$ cat config.mk
export PLATFORM = sky130hd
export DESIGN_NAME = axi4_lite_read_arbiter_flat
export DESIGN_NICKNAME = d
export VERILOG_FILES = /design/src/rtl/axi4_lite_read_arbiter_pkg.sv /design/src/rtl/axi4_lite_read_arbiter_if.sv /design/src/rtl/axi4_lite_read_arbiter_arb_pick.sv /design/src/rtl/axi4_lite_read_arbiter.sv /design/src/flat_wrapper.sv
export SDC_FILE = /design/constraint.sdc
export NUM_CORES = 1
export LEC_CHECK = 0
export CORE_MARGIN = 5
export CORE_UTILIZATION = 32
export CTS_CLUSTER_SIZE = 10
export DETAILED_ROUTE_END_ITERATION = 7
export PLACE_DENSITY = 0.83
export SYNTH_ARGS = -nofsm -noshare
export SYNTH_HDL_FRONTEND = slang
export SYNTH_SLANG_ARGS = --single-unit
$ cat constraint.sdc
create_clock -name ACLK -period 1.21 [get_ports ACLK]
set_input_delay 0.242 -clock ACLK [delete_from_list [all_inputs] [get_ports ACLK]]
set_output_delay 0.242 -clock ACLK [all_outputs]
set_load 0.01 [all_outputs]
$ cat src/rtl/axi4_lite_read_arbiter_pkg.sv
// Shared AXI4-Lite definitions: response codes and the read-arbiter state encoding.
package axi_lite_pkg;

    localparam logic [1:0] RESP_OKAY   = 2'b00;
    localparam logic [1:0] RESP_SLVERR = 2'b10;

    typedef enum logic [1:0] {
        IDLE,
        ADDR,
        DATA
    } arb_state_e;

endpackage

$ cat src/rtl/axi4_lite_read_arbiter_if.sv
// AXI4-Lite read bus bundle: NUM_M master-side channels plus the single slave-side channel.
// Modport master is the arbiter's view; modport slave is the surrounding system's view.
interface axi4_lite_read_arbiter_if #(
    parameter int unsigned NUM_M  = 2,
    parameter int unsigned ADDR_W = 32,
    parameter int unsigned DATA_W = 32
);

    logic [NUM_M-1:0]        M_AR_VALID;
    logic [NUM_M*ADDR_W-1:0] M_AR_ADDR;
    logic [NUM_M-1:0]        M_AR_READY;
    logic [NUM_M-1:0]        M_R_VALID;
    logic [NUM_M*DATA_W-1:0] M_R_DATA;
    logic [NUM_M*2-1:0]      M_R_RESP;
    logic [NUM_M-1:0]        M_R_READY;

    logic                    S_AR_VALID;
    logic [ADDR_W-1:0]       S_AR_ADDR;
    logic                    S_AR_READY;
    logic                    S_R_VALID;
    logic [DATA_W-1:0]       S_R_DATA;
    logic [1:0]              S_R_RESP;
    logic                    S_R_READY;

    modport master (
        input  M_AR_VALID, M_AR_ADDR, M_R_READY,
        input  S_AR_READY, S_R_VALID, S_R_DATA, S_R_RESP,
        output M_AR_READY, M_R_VALID, M_R_DATA, M_R_RESP,
        output S_AR_VALID, S_AR_ADDR, S_R_READY
    );

    modport slave (
        output M_AR_VALID, M_AR_ADDR, M_R_READY,
        output S_AR_READY, S_R_VALID, S_R_DATA, S_R_RESP,
        input  M_AR_READY, M_R_VALID, M_R_DATA, M_R_RESP,
        input  S_AR_VALID, S_AR_ADDR, S_R_READY
    );

endinterface

$ cat src/rtl/axi4_lite_read_arbiter_arb_pick.sv
// Combinational request picker: first asserted request at or after base, wrapping modulo N.
module arb_pick #(
    parameter int unsigned N    = 2,
    parameter int unsigned ID_W = 1
) (
    input  logic [N-1:0]    req,
    input  logic [ID_W-1:0] base,
    output logic [N-1:0]    grant,
    output logic [ID_W-1:0] id
);

    localparam logic [ID_W:0] N_L = (ID_W+1)'(N);

    logic [N-1:0] rot;
    logic [ID_W:0] sum;
    logic found;

    // Rotate so base lands at bit 0, then a plain lowest-bit search suffices.
    always_comb begin
        rot   = N'({req, req} >> base);
        grant = '0;
        id    = '0;
        sum   = '0;
        found = 1'b0;
        for (int unsigned j = 0; j < N; j++) begin
            if (!found && rot[j]) begin
                found = 1'b1;
                sum   = {1'b0, base} + (ID_W+1)'(j);
                if (sum >= N_L) begin
                    sum = sum - N_L;
                end
                id = sum[ID_W-1:0];
            end
        end
        if (found) begin
            grant = N'(1) << id;
        end
    end

endmodule

$ cat src/rtl/axi4_lite_read_arbiter.sv
// N-master to 1-slave AXI4-Lite read arbiter, one transaction outstanding at a time.
// Define AXI_ARB_RR_EN for round-robin arbitration; otherwise fixed priority (lowest index wins).
module axi4_lite_read_arbiter
    import axi_lite_pkg::*;
#(
    parameter int unsigned DATA_W = 32,
    parameter int unsigned ADDR_W = 32,
    parameter int unsigned NUM_M  = 2,
    parameter int unsigned ID_W   = (NUM_M > 1) ? $clog2(NUM_M) : 1
) (
    input  logic                     ACLK,
    input  logic                     ARESET,
    axi4_lite_read_arbiter_if.master bus,
    output logic [ID_W-1:0]          GRANT_ID,
    output logic                     BUSY
);

    arb_state_e state_q, state_d;
    logic [ADDR_W-1:0] addr_q, sel_addr;
    logic [ID_W-1:0]   grant_q, base, win_id;
    logic [NUM_M-1:0]  win_oh;
    logic              load, done, r_ready;

`ifdef AXI_ARB_RR_EN
    logic [ID_W-1:0] ptr_q;

    always_ff @(posedge ACLK) begin
        if (ARESET) begin
            ptr_q <= '0;
        end else if (done) begin
            ptr_q <= (grant_q == ID_W'(NUM_M-1)) ? '0 : grant_q + 1'b1;
        end
    end

    assign base = ptr_q;
`else
    assign base = '0;
`endif

    arb_pick #(.N(NUM_M), .ID_W(ID_W)) u_pick (
        .req   (bus.M_AR_VALID),
        .base  (base),
        .grant (win_oh),
        .id    (win_id)
    );

    always_comb begin
        sel_addr = '0;
        for (int unsigned i = 0; i < NUM_M; i++) begin
            if (win_oh[i]) begin
                sel_addr = bus.M_AR_ADDR[i*ADDR_W +: ADDR_W];
            end
        end
    end

    always_ff @(posedge ACLK) begin
        if (ARESET) begin
            state_q <= IDLE;
            addr_q  <= '0;
            grant_q <= '0;
        end else begin
            state_q <= state_d;
            if (load) begin
                addr_q  <= sel_addr;
                grant_q <= win_id;
            end
        end
    end

    always_comb begin
        state_d        = state_q;
        bus.M_AR_READY = '0;
        bus.M_R_VALID  = '0;
        r_ready        = 1'b0;
        load           = 1'b0;
        done           = 1'b0;
        case (state_q)
            IDLE: begin
                if (|bus.M_AR_VALID) begin
                    bus.M_AR_READY = win_oh;
                    load           = 1'b1;
                    state_d        = ADDR;
                end
            end
            ADDR: begin
                if (bus.S_AR_READY) begin
                    state_d = DATA;
                end
            end
            DATA: begin
                for (int unsigned i = 0; i < NUM_M; i++) begin
                    if (grant_q == ID_W'(i)) begin
                        bus.M_R_VALID[i] = bus.S_R_VALID;
                        r_ready          = bus.M_R_READY[i];
                    end
                end
                if (bus.S_R_VALID && r_ready) begin
                    state_d = IDLE;
                    done    = 1'b1;
                end
            end
            default: state_d = IDLE;
        endcase
    end

    assign bus.S_R_READY  = r_ready;
    assign bus.S_AR_VALID = (state_q == ADDR);
    assign bus.S_AR_ADDR  = addr_q;
    assign bus.M_R_DATA   = {NUM_M{bus.S_R_DATA}};
    assign bus.M_R_RESP   = {NUM_M{bus.S_R_RESP}};
    assign GRANT_ID       = grant_q;
    assign BUSY           = (state_q != IDLE);

endmodule
$ cat src/flat_wrapper.sv
// flat-port wrapper written by rule: the top's interface ports become plain ports
module axi4_lite_read_arbiter_flat import axi_lite_pkg::*;
#(
    parameter int unsigned DATA_W = 32,
    parameter int unsigned ADDR_W = 32,
    parameter int unsigned NUM_M  = 2,
    parameter int unsigned ID_W   = (NUM_M > 1) ? $clog2(NUM_M) : 1
)
  (ACLK, ARESET, GRANT_ID, BUSY, bus_M_AR_VALID, bus_M_AR_ADDR, bus_M_R_READY, bus_S_AR_READY, bus_S_R_VALID, bus_S_R_DATA, bus_S_R_RESP, bus_M_AR_READY, bus_M_R_VALID, bus_M_R_DATA, bus_M_R_RESP, bus_S_AR_VALID, bus_S_AR_ADDR, bus_S_R_READY);
  axi4_lite_read_arbiter_if #(.NUM_M(NUM_M), .ADDR_W(ADDR_W), .DATA_W(DATA_W)) bus_i ();
  input  logic ACLK;
  input  logic ARESET;
  output logic [ID_W-1:0] GRANT_ID;
  output logic BUSY;
  input wire logic [$bits(bus_i.M_AR_VALID)-1:0] bus_M_AR_VALID;
  input wire logic [$bits(bus_i.M_AR_ADDR)-1:0] bus_M_AR_ADDR;
  input wire logic [$bits(bus_i.M_R_READY)-1:0] bus_M_R_READY;
  input wire logic [$bits(bus_i.S_AR_READY)-1:0] bus_S_AR_READY;
  input wire logic [$bits(bus_i.S_R_VALID)-1:0] bus_S_R_VALID;
  input wire logic [$bits(bus_i.S_R_DATA)-1:0] bus_S_R_DATA;
  input wire logic [$bits(bus_i.S_R_RESP)-1:0] bus_S_R_RESP;
  output wire logic [$bits(bus_i.M_AR_READY)-1:0] bus_M_AR_READY;
  output wire logic [$bits(bus_i.M_R_VALID)-1:0] bus_M_R_VALID;
  output wire logic [$bits(bus_i.M_R_DATA)-1:0] bus_M_R_DATA;
  output wire logic [$bits(bus_i.M_R_RESP)-1:0] bus_M_R_RESP;
  output wire logic [$bits(bus_i.S_AR_VALID)-1:0] bus_S_AR_VALID;
  output wire logic [$bits(bus_i.S_AR_ADDR)-1:0] bus_S_AR_ADDR;
  output wire logic [$bits(bus_i.S_R_READY)-1:0] bus_S_R_READY;
  assign bus_i.M_AR_VALID = bus_M_AR_VALID;
  assign bus_i.M_AR_ADDR = bus_M_AR_ADDR;
  assign bus_i.M_R_READY = bus_M_R_READY;
  assign bus_i.S_AR_READY = bus_S_AR_READY;
  assign bus_i.S_R_VALID = bus_S_R_VALID;
  assign bus_i.S_R_DATA = bus_S_R_DATA;
  assign bus_i.S_R_RESP = bus_S_R_RESP;
  assign bus_M_AR_READY = bus_i.M_AR_READY;
  assign bus_M_R_VALID = bus_i.M_R_VALID;
  assign bus_M_R_DATA = bus_i.M_R_DATA;
  assign bus_M_R_RESP = bus_i.M_R_RESP;
  assign bus_S_AR_VALID = bus_i.S_AR_VALID;
  assign bus_S_AR_ADDR = bus_i.S_AR_ADDR;
  assign bus_S_R_READY = bus_i.S_R_READY;
  axi4_lite_read_arbiter #(.DATA_W(DATA_W), .ADDR_W(ADDR_W), .NUM_M(NUM_M), .ID_W(ID_W)) u_core (.ACLK(ACLK), .ARESET(ARESET), .bus(bus_i), .GRANT_ID(GRANT_ID), .BUSY(BUSY));
endmodule
; ---- Yosys cells after proc, flatten, opt, wreduce, memory -nomap -nowiden
; Cells that the tools add are included.
[op_classes]
eq_ne = 5
n_shift = 1
n_mux = 20
reduce_logical = 7
[ops]
columns = cell, n
row1 = $mux 32, 2
row2 = $mux 2, 7
row3 = $mux 1, 10
row4 = $pmux 2 s3, 1
row5 = $ne 2x1->1 const B, 2
row6 = $reduce_and 3->1, 1
row7 = $eq 2x1->1 const B, 1
row8 = $eq 2x2->1 const B, 1
row9 = $logic_and 1x1->1, 2
row10 = $logic_not 2->1, 1
row11 = $ne 2x2->1 const B, 1
row12 = $reduce_bool 2->1, 1
row13 = $reduce_or 2->1, 1
row14 = $shl 1x1->2 const A, 1
row15 = $logic_not 1->1, 1
[totals]
reg_bits = 35
inputBits = 106

; ---- Logic depth before layout (Yosys ltp)
; Gate-level depths: netlist (run 1).
[logic_depth]
depth_word = 8
depth_mapped = 5

; ---- Hierarchy
; From an unflattened synthesis (run 1), not the netlist that was laid out.
[unflattened]
hier_cells = 251
hier_area_um2 = 2277.2
[by_module_without_submodules]
columns = module, instances, cells_per_inst, area_per_inst_um2, seq_area_each_um2
row1 = axi4_lite_read_arbiter, 1, 247, 2247.2, 700.7
row2 = arb_pick, 1, 4, 30.0, 0.0

; ---- Worst setup path before layout (run 1)
; No wires, ideal clock.
[synth_path]
path_type = input-to-output
from = input bus_M_AR_VALID[1]
to = output bus_M_AR_READY[1]
arrival_ns = 0.921
required_ns = 0.968
slack_ns = 0.047
stages = 3
cell_sequence = buf_2 > clkbuf_1 > and3_1
[synth_via]
elab_chain_len = 6
elab_cells_between_ends = 8
classes_between = shift (1) / mux (5) / reduce/logical (2)
[synth_lines]
columns = item, line_no
row1 = start: declaration, flat_wrapper.sv:15  ; input wire logic [$bits(bus_i.M_AR_VALID)-1:0] bus_M_AR_VALID;
row2 = $logic_and 1x1->1, axi4_lite_read_arbiter_arb_pick.sv:26  ; if (!found && rot[j]) begin
row3 = $mux 1, axi4_lite_read_arbiter_arb_pick.sv:26
row4 = $shl 1x1->2, axi4_lite_read_arbiter_arb_pick.sv:36  ; grant = N'(1) << id;
row5 = $mux 2, axi4_lite_read_arbiter_arb_pick.sv:35  ; if (found) begin
row6 = $mux 2 (*), axi4_lite_read_arbiter.sv:79  ; if (|bus.M_AR_VALID) begin
row7 = $mux 2 (*), axi4_lite_read_arbiter.sv:77  ; case (state_q)
row8 = end: declaration, flat_wrapper.sv:22  ; output wire logic [$bits(bus_i.M_AR_READY)-1:0] bus_M_AR_READY;
; Every way passes the cells marked *; elsewhere a longest branch is shown, timed or not.

; ---- Final worst setup path (run 1)
[layout_path]
from = register u_core.state_q[0]
to = output bus_M_AR_READY[1]
[layout_via]
elab_chain_len = 2
[layout_lines]
columns = item, line_no
row1 = start: declaration, axi4_lite_read_arbiter.sv:18  ; arb_state_e state_q, state_d;
row2 = start signal: assignment, axi4_lite_read_arbiter.sv:62  ; state_q <= state_d;
row3 = $logic_not 2->1, axi4_lite_read_arbiter.sv:77
row4 = $mux 2, axi4_lite_read_arbiter.sv:77
; Every way passes these cells.

==> results, run 1 <==
- The number of antenna violations at the first check in global routing is 0.
- The max capacitance violation total is 0.
- Clock-pin slew was measured on the worst setup and hold paths at ~0.07 ns.
- The largest net degree at the start of global routing is 22.
- The number of nets with antenna violations after routing is 0.
- The first routing iteration left 26 violations.
- The level count of the clock H-tree is 2.
- The checks that failed: negative setup slack.
- The run finished, with violations left.
- The aggregate routed wire length is roughly 7300 µm.
- Setup repair after global routing could not meet its margin everywhere.
- The proportion of synthesized flip-flops having asynchronous set or reset is 0%.
- The post-layout worst setup margin is -0.211 ns.
- Subtracting the final worst setup slack from the clock period gives ~1.4 ns.
- The data required time at the worst endpoint is around 0.97 ns.
- The clock latency reported for the late side of the worst-skew pair is 0.28 ns.
- Setup total negative slack on the finished layout was measured at -3.94 ns.
- roughly 210 I/O pins were placed.
- In this run the power density over the cells is ~1100 nW/µm².
- The area share of the largest cell type after synthesis is 29.5%.
- The total number of vias is between 2000 and 2500.
- The fraction of final layout cells with drive strength greater than 1 is 27.3%.
- For this run, design rule violations remaining after detail routing come to 0.
- The number of failing hold endpoints at the final stage is 0.
- Once the floorplan was initialized, standard cells occupied approximately 33% of the core.
- For this design, the sink count on the clock tree is 35.
- In this run the worst path has a maximum fanout of 3.
- The path class of the tightest hold or removal check is in2reg.
- The post-synth design cell area is 2370 µm².
- The synthesis-to-finish area growth is 44.5%.
- The cell taking the most area after synthesis is dfxtp_1.
- The final cycle utilization of the critical path is 117%.
- The critical path startpoint is u_core.state_q[0].
- From left edge to right edge, the die measures 96.1 µm.
- The worst setup path is launched from a flip-flop.
- The number of port buffers is roughly 110.
- The first global-routing pass estimated between 10000 and 15000 µm of wire.
- The worst setup path is of the reg2out kind.
- The synthesized instance count is ~260.
- The floorplan step defined a core boundary enclosing approximately 7300 µm².
- Counting along the longest clock path gives a buffer depth of 2.
- After detailed routing, the average wire length per cell comes to ~18 µm.
- The total count of max-transition violations in the final report is 0.
- After detailed routing, the number of vias per cell comes to roughly 4.8.
- For the worst setup path, the data arrival time is 1.18 ns.
- The endpoint type of the worst setup path is a primary output.
- Yosys mapped a number of flops with a built-in enable equal to 0.
- The tree is rooted in a clkbuf_8.
- The synthesis warning total is 0.
- The antenna cell count is 0.
- The total overflow reported by the global router is 0.
- The HPWL after detailed placement is slightly above 5000 µm.
- The number of global-route vias before repair is about 2200.
- The most used flip-flop cell after synthesis is dfxtp_1.
- VDD sags by at most 0.490 mV.
- On the final layout, the worst hold slack is slightly above 0.4 ns.
- The die height is around 96 µm.
- Timing would allow up to 704 MHz.
- The number of buffers inserted during clock tree synthesis is 5.
- In this run the most critical hold path is launched from ARESET.
- The floorplan has 31 rows.
- Sequential elements use 29.5% of the synthesized area.
- In this run, synthesis produced a sequential element count of 35.
- At the end of the flow the core is filled with cells to between 40% and 50%.
- By area the synthesized netlist is led by dfxtp_1 (30%), buf_4 (22%), a221oi_2 (18%), o2bb2ai_1 (8.1%), inv_1 (5.4%).
- After synthesis, the mean cell area works out to 9.03 µm².
- The placed cell count is roughly 400.
- The first TritonRoute pass finished after 4 iterations.
- In the post-synthesis netlist, the cell with the most instances is buf_4.
- The total nets after synthesis is between 300 and 400.
- At the pin with the least slew margin, the transition time is between 0.3 and 0.4 ns.
- The congestion estimate from routability-driven global placement came to 0.690.
- The distinct cell type count of the synthesized netlist is 23.
- The worst slew margin relative to its limit is 75.9%.
- The setup slack at placement is -0.609 ns.
- The CTS tree is built.
- The analysis attributes to cell leakage a power of ~1.4 nW.
- The floorplan step defined a die boundary enclosing around 9200 µm².
- The number of hold buffers added after CTS was 0.
- The worst register-to-register path begins at u_core.state_q[0].
- Across the routed clock network, the largest skew measured is about 0.0060 ns.
- Counting instances in the post-synthesis netlist gives the leading cell types as buf_4 (70), dfxtp_1 (35), inv_1 (34).
- The finished layout holds ~420 standard cells, fillers aside.
- In the final design database the tool counted around 430 nets.
- Setup violations remaining at the end of the flow were counted as 40.
- The total global-route track usage is 16.3%.
[per-layer routing]
| metal | track usage [%] | up-vias | wire [µm] |
|---|---|---|---|
| li1 | - | 959 | - |
| met1 | 18.9 | 928 | 2810 |
| met2 | 27.9 | 94 | 3580 |
| met3 | 4.53 | 36 | 675 |
| met4 | 7.35 | 0 | 253 |
| met5 | 0 | - | 0 |
[per-stage QoR]
stage	instance area, µm²	total power, W
after floorplan	2370	0.00224
after global placement	3120	0.00266
after detailed placement	3120	0.00269
after CTS	3470	0.00374
after global routing	3430	0.00386
final	3430	0.00362
[repair_timing]
action | CTS | global route
cloned | 6 | 0
setup buffers | 8 | 2
setup endpoints to repair | 73 | 43
pin swaps | 27 | 13
resized for setup | 103 | 16
endpoints found under the hold margin | 0 | 0
[worst max-delay path, stage by stage (launching register included)]
cell and delay, ns:
dfxtp_4 0.37, nor2_4 0.14, buf_6 0.12, and3_4 0.17, buf_6 0.10
[state kept, by name, summed over array words and instances (netlist names)]
signal                count
u_core.GRANT_ID           1
u_core.state_q            2
u_core.bus.S_AR_ADDR     32
[final cells by class]
| cell class | count | area [µm²] |
|---|---|---|
| sequential | 35 | 709 |
| fill | 708 | 3820 |
| tap | 99 | 124 |
| clock buffer | 6 | 72.6 |
| inverter | 35 | 133 |
| timing repair buffer | 138 | 1390 |
| multi-input combinational | 105 | 1000 |
[cells by family (layout without fill, tap and decap cells)]
kind of cell / after synthesis / count (layout) / synth area share (%)
buffers and inverters: 123 / 179 / 32.0
AOI/OAI and AO/OA: 69 / 69 / 31.5
DFF: 35 / 35 / 29.5
and+or+nand+nor: 35 / 35 / 6.64
muxes: 1 / 1 / 0.422
[path summary, 6_finish.rpt]
check / slack [ns] / endpoint / depth (start not counted)
worst max-delay path: -0.21 / bus_M_AR_READY[1] / 4
worst min-delay path: 0.41 / u_core.state_q[0] / 3
worst max register to register: -0.14 / u_core.bus.S_AR_ADDR[3] / 6
worst min register to register: 0.46 / u_core.bus.S_AR_ADDR[17] / 2
[power by group]
group	internal, W	total (W)	switching, W
registers	0.00129	0.00137	0.0000721
logic	0.000797	0.00146	0.000665
clock network	0.000384	0.000796	0.000412
[layout by cell type (no fill, tap or decap)]
cell | netlist | layout
clkbuf_1 | 3 | 1
dfxtp_4 | 0 | 2
o2bb2ai_1 | 22 | 22
inv_1 | 34 | 33
clkbuf_8 | 0 | 5
clkinv_2 | 0 | 1
dfxtp_1 | 35 | 32
buf_12 | 0 | 3
and3_4 | 0 | 2
nor2b_4 | 0 | 2
a221oi_4 | 0 | 2
buf_6 | 3 | 15
o21ai_4 | 1 | 1
a21oi_2 | 0 | 2
dfxtp_2 | 0 | 1
o21ai_0 | 1 | 1
clkdlybuf4s15_1 | 0 | 2
inv_2 | 0 | 1
buf_4 | 70 | 10
dlygate4sd2_1 | 0 | 32
clkdlybuf4s50_1 | 0 | 68
mux2i_1 | 1 | 1
buf_2 | 10 | 4
nand2_1 | 2 | 2
buf_16 | 0 | 2
a221oi_2 | 28 | 30
a21oi_1 | 3 | 1
nor3_1 | 1 | 1
buf_8 | 0 | 2
nor2_1 | 24 | 23
nor2_4 | 1 | 2
o22ai_1 | 10 | 10
nor2b_1 | 3 | 1
nand2b_1 | 2 | 2
(Power assumes the default switching activity.)
==> run 2: changes to the inputs <==
Settings changed: SLEW_MARGIN set to 5.
==> results of run 2 <==
Final layout, timing and power as in run 1 (identical DEF).
==> run 3: changes to the inputs <==
Settings changed: CTS_BUF_LIST set to sky130_fd_sc_hd__clkbuf_8, CTS_CLUSTER_DIAMETER set to 30.
==> results, run 3 (synthesis gave the netlist of run 1 again) <==
- The filler cell count came to 708 (unchanged).
- The number of failing hold endpoints at the final stage is 0 (unchanged).
- The signal on the critical path passes through nor2_4 > buf_6 > and3_4 > buf_6.
- The count of hold buffers inserted by post-cts repair is 0 (unchanged).
- The data required time at the worst endpoint is 0.97 ns (about the same).
- The number of buffers inserted during clock tree synthesis was 5 (unchanged).
- STA classifies the critical path endpoint as a primary output.
- The slowest stage of the critical path belongs to the cell dfxtp_4.
- The post-layout worst setup margin is -0.212 ns (-0.000476 ns).
- The die height is 96.1 µm (unchanged).
- The worst slew margin relative to its limit is 75.9% (unchanged).
- The largest net degree at the start of global routing is 22 (unchanged).
- The placer congestion estimate came to 0.690 (unchanged).
- In this run the worst hold path is classified as in2reg.
- The total count of max-transition violations in the final report is 0 (unchanged).
- The flip-flop count of the largest register after layout came to 32 (unchanged).
- The fraction of final layout cells with drive strength greater than 1 came to 27.3% (unchanged).
- The register-to-register setup slack is -0.14 ns (about the same).
- Setup repair after global routing could not meet its margin everywhere.
- The highest cell delay on the worst timing path is 0.37 ns (about the same).
- The flow ran to the end, but the final reports show violations.
- The total DRC errors in the routed layout was 0 (unchanged).
- The category of the worst setup path launch point is a flip-flop.
- The total overflow reported by the global router is 0 (unchanged).
- The number of rows created at floorplan is 31 (unchanged).
- Among cell families on the critical path, the largest total delay comes from flip-flops.
- The level count of the clock H-tree was 2 (unchanged).
- The total I/O pin count is 214 (unchanged).
- The data arrival time of the critical path is 1.18 ns (about the same).
- The number of setup violations in the final report is 40 (unchanged).
- The global-route wire length before repair was 11300 µm (unchanged).
- The number of global-route vias before repair is 2167 (unchanged).
- The clock latency reported for the late side of the worst-skew pair is 0.28 ns (about the same).
- The synthesis-to-finish area growth is 44.5% (unchanged).
- The max capacitance violation total is 0 (unchanged).
- The antenna cell count is 0 (unchanged).
- The net count reported at finish came to 426 (unchanged).
- The half-perimeter wire length after placement is 5030 µm (unchanged).
- The worst hold margin is 0.408 ns (-0.000410 ns).
- The actual transition at the worst max-transition pin is 0.361 ns (unchanged).
- The final core utilization is 47.3% (unchanged).
- The number of port buffers was 111 (unchanged).
- The post-detailed-route wirelength per cell is 17.5 µm (unchanged).
- The shortest period the worst path allows is 1.42 ns (+0.000476 ns).
- The number of nets with antenna violations after routing is 0 (unchanged).
- The total number of vias is 2017 (unchanged).
- The power after layout is 0.00362 W (-0.21%).
- The count of routing violations after the opening detailed-route iteration was 26 (unchanged).
- The leading cell type in the layout, fill and taps excluded is clkdlybuf4s50_1.
- The critical path is of the reg2out type.
- By instance count, the cell type seen most on the critical path is buf_6.
- The number of buffers and inverters on the critical path is 2 (unchanged).
- The largest fanout of any net on the critical path is 3 (unchanged).
- The total global-route track usage came to 16.3% (unchanged).
- The setup slack at placement is -0.609 ns (unchanged).
- The number of sinks on the clock net is 35 (unchanged).
- The largest voltage drop on the vdd net came to 0.490 mV (about the same).
- The floorplan die area is 9240 µm² (unchanged).
- The via density per instance is 4.83 (unchanged).
- The clock-pin slew reported for the worst setup and hold paths after clock tree synthesis is 0.07 ns (about the same).
- The die span in x is 96.1 µm (unchanged).
- The maximum clock path buffer count is 2 (unchanged).
- The number of antenna violations at the first check in global routing is 0 (unchanged).
- The top cell types in the final layout, fill and taps aside, are clkdlybuf4s50_1 (68), inv_1 (34), dlygate4sd2_1 (32), dfxtp_1 (32), a221oi_2 (30).
- The core area is 7250 µm² (unchanged).
- The final cycle utilization of the critical path was 117% (about the same).
- The total negative setup slack is -3.96 ns (-0.0163 ns).
- TritonCTS built the clock tree.
- The iteration count of the initial detailed-routing pass is 4 (unchanged).
- The top achievable clock speed is 703 MHz (about the same).
- The power density normalized to cell area came to 1050 nW/µm² (-0.21%).
- Clock tree synthesis selected as its root buffer the cell clkbuf_8.
- The final reports fail on negative setup slack.
- The initial cell density of the core is 32.7% (unchanged).
- The leakage power is 1.40 nW (+0.30%).
- The aggregate routed wire length was 7320 µm (unchanged).
- The worst setup skew after layout is 0.00635 ns (+0.000324 ns).
run 3: area by class of cell:
class                   count  area [µm²]  share of cell area [%]
inverters                  35         133                    3.87
multi-input cells         105        1000                    29.2
repair buffers            138        1390                    40.5
well taps                  99         124                    3.61
clock inverters             1        3.75                   0.109
flip-flops and latches     35         709                    20.7
clock buffers               5        68.8                    2.01
run 3: power breakdown:
group,internal [W],leakage (nW),switching [W]
clock network,0.000376,0.0413,0.000413
logic,0.000797,1.07,0.000665
registers,0.00129,0.293,0.0000721
run 3: what timing repair did:
item / 4_1_cts / 5_1_grt
setup buffers: 8 / 2
pin swaps: 27 / 13
cloned: 6 / 0
setup endpoints to repair: 73 / 43
gates resized for setup: 103 / 16
run 3: final timing paths:
kind / from / cells past startpoint / endpoint
max: u_core.state_q[0] / 4 / bus_M_AR_READY[1]
min: ARESET / 3 / u_core.state_q[0]
max reg2reg: u_core.state_q[0] / 6 / u_core.bus.S_AR_ADDR[3]
min reg2reg: u_core.bus.S_AR_ADDR[17] / 2 / u_core.bus.S_AR_ADDR[17]
run 3: metrics by stage:
| step | instance area (µm²) | cells |
|---|---|---|
| floorplan | 2370 | 263 |
| global placement | 3120 | 401 |
| detailed placement | 3120 | 401 |
| CTS | 3470 | 421 |
| global route | 3430 | 418 |
| finish | 3430 | 418 |
run 3: routing by layer:
metal	GRT usage, %	wire, µm	part of all wire [%]	vias to the layer above
li1	-	-	-	959
met1	18.9	2810	38	928
met2	27.9	3580	49	94
met3	4.53	675	9.2	36
met4	7.35	253	3.5	0
met5	0	0	0	-
run 3: worst reg2reg max path, cell delays in order, from the launching register on:
cell and delay (ns):
dfxtp_4 0.37, nor2_4 0.14, buf_6 0.12, buf_6 0.10, o21ai_4 0.10, buf_6 0.18
a221oi_2 0.26
